File: config.mk
export PLATFORM = sky130hd
export DESIGN_NAME = btn_debounce_sync
export DESIGN_NICKNAME = d
export VERILOG_FILES = /design/src/rtl/btn_debounce_sync.sv
export SDC_FILE = /design/constraint.sdc
export NUM_CORES = 1
export LEC_CHECK = 0
export BUFFER_PORTS_ARGS = -buffer_cell sky130_fd_sc_hd__buf_2
export CAP_MARGIN = 20
export CORE_MARGIN = 2
export CORE_UTILIZATION = 42
export DETAILED_ROUTE_END_ITERATION = 6
export PLACE_DENSITY_LB_ADDON = 0.15
export SYNTH_ARGS = -nofsm -noshare
export SYNTH_HDL_FRONTEND = slang
export SYNTH_SLANG_ARGS = --single-unit
export TNS_END_PERCENT = 50
File: constraint.sdc
create_clock -name clk -period 2.7 [get_ports clk]
set_input_delay 0.135 -clock clk [delete_from_list [all_inputs] [get_ports clk]]
set_output_delay 0.135 -clock clk [all_outputs]
set_load 0.05 [all_outputs]
File: src/rtl/btn_debounce_sync.sv
// -----------------------------------------------------------------------------
// btn_debounce_sync
//   Turns one raw, bouncing, asynchronous button/switch input into a clean
//   debounced level plus single-cycle rise/fall pulses. All flops update on the
//   falling edge of clk so the outputs line up with a negedge storage stage
//   downstream.
//
// Ports
//   clk        system clock (negedge active)
//   reset      asynchronous, active-low; clears all state immediately
//   btn_in     raw asynchronous input
//   level_out  debounced level
//   rise_pulse one cycle high in the cycle level_out goes 0->1
//   fall_pulse one cycle high in the cycle level_out goes 1->0
//
// Parameters
//   STABLE_CYCLES  cycles sync2 must hold a new value before level_out follows
//                  (2..2^CNT_W)
//   CNT_W          stability counter width
//
// Build option
//   BTN_ACTIVE_LOW_EN  when defined, btn_in is inverted ahead of the
//                      synchronizer so a low-active button reads as pressed=1.
// -----------------------------------------------------------------------------
module btn_debounce_sync #(
  parameter int STABLE_CYCLES = 50000,
  parameter int CNT_W         = 16
) (
  input  logic clk,
  input  logic reset,
  input  logic btn_in,
  output logic level_out,
  output logic rise_pulse,
  output logic fall_pulse
);

  typedef enum logic [1:0] {IDLE_LO, WAIT_HI, IDLE_HI, WAIT_LO} state_t;

  // Terminal count: the wait state sees sync2 stable on the entry edge plus
  // STABLE_CYCLES-1 further edges before committing.
  localparam logic [CNT_W-1:0] CNT_LAST = CNT_W'(STABLE_CYCLES - 1);

  logic             btn_raw;
  logic             sync1_q, sync2_q;
  state_t           state_q, state_d;
  logic [CNT_W-1:0] cnt_q, cnt_d;
  logic             level_q, level_d;
  logic             rise_q, rise_d;
  logic             fall_q, fall_d;

`ifdef BTN_ACTIVE_LOW_EN
  // Reset value 0 of the sync chain is then the logical "released" value.
  assign btn_raw = ~btn_in;
`else
  assign btn_raw = btn_in;
`endif

  always_comb begin
    state_d = state_q;
    cnt_d   = cnt_q;
    level_d = level_q;
    rise_d  = 1'b0;
    fall_d  = 1'b0;
    case (state_q)
      IDLE_LO: begin
        cnt_d = '0;
        if (sync2_q) state_d = WAIT_HI;
      end
      WAIT_HI: begin
        if (!sync2_q) begin
          state_d = IDLE_LO;
          cnt_d   = '0;
        end else if (cnt_q == CNT_LAST) begin
          state_d = IDLE_HI;
          cnt_d   = '0;
          level_d = 1'b1;
          rise_d  = 1'b1;
        end else begin
          cnt_d = cnt_q + 1'b1;
        end
      end
      IDLE_HI: begin
        cnt_d = '0;
        if (!sync2_q) state_d = WAIT_LO;
      end
      WAIT_LO: begin
        if (sync2_q) begin
          state_d = IDLE_HI;
          cnt_d   = '0;
        end else if (cnt_q == CNT_LAST) begin
          state_d = IDLE_LO;
          cnt_d   = '0;
          level_d = 1'b0;
          fall_d  = 1'b1;
        end else begin
          cnt_d = cnt_q + 1'b1;
        end
      end
      default: begin
        state_d = IDLE_LO;
        cnt_d   = '0;
      end
    endcase
  end

  always_ff @(negedge clk or negedge reset) begin
    if (!reset) begin
      sync1_q <= 1'b0;
      sync2_q <= 1'b0;
      state_q <= IDLE_LO;
      cnt_q   <= '0;
      level_q <= 1'b0;
      rise_q  <= 1'b0;
      fall_q  <= 1'b0;
    end else begin
      sync1_q <= btn_raw;
      sync2_q <= sync1_q;
      state_q <= state_d;
      cnt_q   <= cnt_d;
      level_q <= level_d;
      rise_q  <= rise_d;
      fall_q  <= fall_d;
    end
  end

  assign level_out  = level_q;
  assign rise_pulse = rise_q;
  assign fall_pulse = fall_q;

endmodule

; After elaboration in Yosys (flattened, before gate mapping)
; Cells that the tools add are included.
[word_totals]
mem_bits_rw = 0
regBits = 23
rom_bits = 0
latchBits = 0
n_memories = 0
output_inout_bits = 3
wordCells = 46
input_bits = 3
[op_classes]
addsub = 1
shifts = 0
muxes = 21
mul = 0
bitwise_logic = 0
n_div = 0
n_lt_le_gt_ge = 0
eq_ne = 12
n_reduce_logical = 5
[op_table]
columns = operator, n
row1 = two-way mux 16 bit, 3
row2 = one-hot mux 16 bit (3 select lines), 1
row3 = "adder 16 x 1 -> 16 bit, second input constant", 1
row4 = "== test 16 bit, second input constant", 1
row5 = two-way mux 2 bit, 6
row6 = "inequality test 2 bit, second input constant", 6
row7 = two-way mux 1 bit, 9
row8 = one-hot mux 2 bit (4 select lines), 1
row9 = "inequality test 3 bit, second input constant", 2
row10 = AND reduction 5 bit, 1
row11 = "== test 2 bit, second input constant", 2
row12 = AND reduction 4 bit, 1
row13 = "== test 2 x 1 -> 1 bit, second input constant", 1
row14 = zero test 2 bit, 1
row15 = one-hot mux 1 bit (2 select lines), 1
row16 = nonzero test 2 bit, 1
row17 = OR reduction 2 bit, 1

; Longest topological paths before layout
[logic_depth]
word_depth = 4
mapped_depth = 6

==> qor.yml <==
outcome:
  outcome: "finished clean"
clock_network:
  cts_tree: "built"
  postCtsSetupBuffers: 0
  cts_sinks: 23
  clk_latency_ps: 310
  cts_hold_buf: 0
  clkTransAtPathRegs_ps: 90
  max-clock-path-buffers: 2
  ctsHtreeMaxLevel: 1
  cts_made_buffers: 3
  root_buffer: "clkbuf_4"
  cts_resized: 0
route:
  drtPass1Iterations: 5
  routed_wirelength_um: 1800
  drc: 0
  vias: 712
  final_antenna_net_count: 0
  viasPerCell: 5.31
  dr.first_iter.drc_count: 13
  wire_per_inst_um: 13.4
global_routing:
  grt_max_degree: 24
  grt_antenna_before_repair: 0
  grt_pass1_wl_um: 3150
  grt.total_usage_pct: 16.0
  first_global_vias: 693
  grt.overflow.total: 0
cells_and_area:
  drive_gt1_share_pct: 11.3
  nFillCells: 216
  area_growth_syn_to_layout_pct: 7.27
  nets: 111
  antennaDiodeCount: 0
  final_area_sq_um: 1110
logic_synthesis:
  yosysTopAreaCell: "dfrtn_1"
  synth_seq_cells: 23
  synth_area_leaders: "dfrtn_1, xnor2_1, nor2_1, nand3_1, nand4_1"
  synthCells: 99
  synthesis.area_sq_um: 1030
  yosysSeqAreaShare_pct: 55.8
  synth_fp_nets: 103
  yosysUniqueCellTypes: 23
  yosys_warnings: 0
  yosysTopAreaCellShare_pct: 55.8
  postSynthAreaPerCell_sq_um: 10.4
power:
  power_density_nw_per_um2: 483
  p_sw_w: 0.000126
  seqPwrFrac_pct: 66.0
  p_int_w: 0.000409
  peakVddDrop_mv: 0.270
  power_frac_clock_pct: 31.0
  combPwrFrac_pct: 3.0
  p_sw_share_pct: 23.5
  p_leak_nw: 0.456
setup_path:
  worstSetupEndpointType: "output port"
  path_buf_inv: 1
  cp_slowest_cell: "dfrtn_1"
  arrival_ps: 2370
  required_ps: 2570
  worstSetupPathType: "reg2out"
  crit_fanout: 3
  cp-start-kind: "register"
  critPathTopFamily: "flip-flops"
  max_stage_delay_ps: 430
  path_cells: "buf_2"
run:
  cap_violations: 0
timing:
  setup_viol: 0
  rsz0062_at_grt: "no"
  clock-skew-final_ps: 7.15
  setup-tns-final_ps: 0
  hold_violations: 0
  relSlewSlack_pct: 66.1
  maxSlewViolCount: 0
  worstMarginPinSlew_ps: 508
  hold_ws_ps: 301
floorplanning:
  start_util_pct: 45.4
  io_pins: 6
  dieArea_sq_um: 2870
  fp.dieH_um: 53.6
  coreArea_sq_um: 2280
  fp-row-count: 17
  die_x_um: 53.6
worst_hold_path:
  hold_path.class: "reg2reg"
placed_design:
  port_buffers: 5
  dp_hpwl_um: 1210
  placed_area_sq_um: 1080
  place_congestion: 0.696
-- layout by cell type (no fill, tap or decap), types with 4 or more instances in the layout --
cell	n
nand4_1	4
dfrtn_1	23
inv_1	5
nand3_1	5
nor2_1	20
xnor2_1	13
buf_2	5
nor3_1	4
nand2_1	5
-- power groups by stage --
stage,registers [W],logic (W),clock network (W)
after global placement,0.000359,0.0000168,0
after floorplan,0.000359,0.00000790,0
after global routing,0.000354,0.0000197,0.000186
final,0.000353,0.0000162,0.000166
after detailed placement,0.000359,0.0000170,0
after CTS,0.000353,0.0000170,0.000173
-- cells in the mapped netlist (all sizes together) --
| cell | n |
|---|---|
| a211o | 1 |
| a21boi | 1 |
| and2 | 1 |
| buf | 2 |
| dfrtn | 23 |
| ha | 1 |
| inv | 5 |
| nand2 | 5 |
| nand3 | 6 |
| nand4 | 4 |
| nand4b | 1 |
| nor2 | 20 |
| nor3 | 5 |
| nor3b | 1 |
| nor4 | 3 |
| o21ai | 1 |
| or4 | 3 |
| or4bb | 1 |
| xnor2 | 13 |
| xor2 | 2 |
-- routing by layer --
layer	track usage, %	wire length, um	part of all wire [%]
met5	0	0	0
met4	8.97	44	2.4
met3	2.50	48	2.7
met2	26.1	788	44
met1	20.2	917	51
-- flip-flops by register name, indices dropped and copies added, names as in the netlist, named ones only --
name and cells:
sync2_q 1, sync1_q 1, cnt_q 16, state_q 1, rise_pulse 1, fall_pulse 1
level_out 1
-- layout make-up --
| class | instances | area (sq um) | share of cell area [%] |
|---|---|---|---|
| timing repair buffer | 5 | 25.0 | 2.26 |
| clock buffer | 3 | 22.5 | 2.03 |
| inverter | 5 | 18.8 | 1.69 |
| multi-input combinational | 69 | 425 | 38.4 |
| tap | 28 | 35.0 | 3.16 |
| clock inverter | 1 | 5.00 | 0.452 |
| sequential | 23 | 576 | 52.0 |
-- stage by stage --
| stage | std cells | utilization [%] | worst slack, ps | power [W] |
|---|---|---|---|---|
| final | 134 | 48.7 | 200 | 0.000535 |
| after floorplan | 99 | - | 539 | 0.000367 |
| after global placement | 130 | 47.4 | 562 | 0.000376 |
| after detailed placement | 130 | 47.4 | 549 | 0.000376 |
| after global routing | 134 | 48.7 | 150 | 0.000560 |
| after CTS | 134 | 48.7 | 191 | 0.000543 |
-- worst paths after layout --
path	cells after the start	slack, ps	startpoint	to
worst max-delay path	1	200	level_out	level_out
worst min-delay path	0	300	sync1_q	sync2_q
worst max register to register	3	630	cnt_q[7]	level_out
worst min register to register	0	300	sync1_q	sync2_q
max in group asynchronous	1	1320	reset	cnt_q[15]
min in group asynchronous	1	1000	reset	cnt_q[7]
-- cells by family after synthesis --
group / after synthesis / synth area share (%)
and+or+nand+nor: 50 / 25.2
buffers and inverters: 7 / 3.03
DFF: 23 / 55.8
adders and majority gates: 1 / 1.21
xor gates and xnor gates: 15 / 12.7
AOI/OAI and AO/OA: 3 / 2.06
No activity file was read; power rests on OpenSTA's default activity.
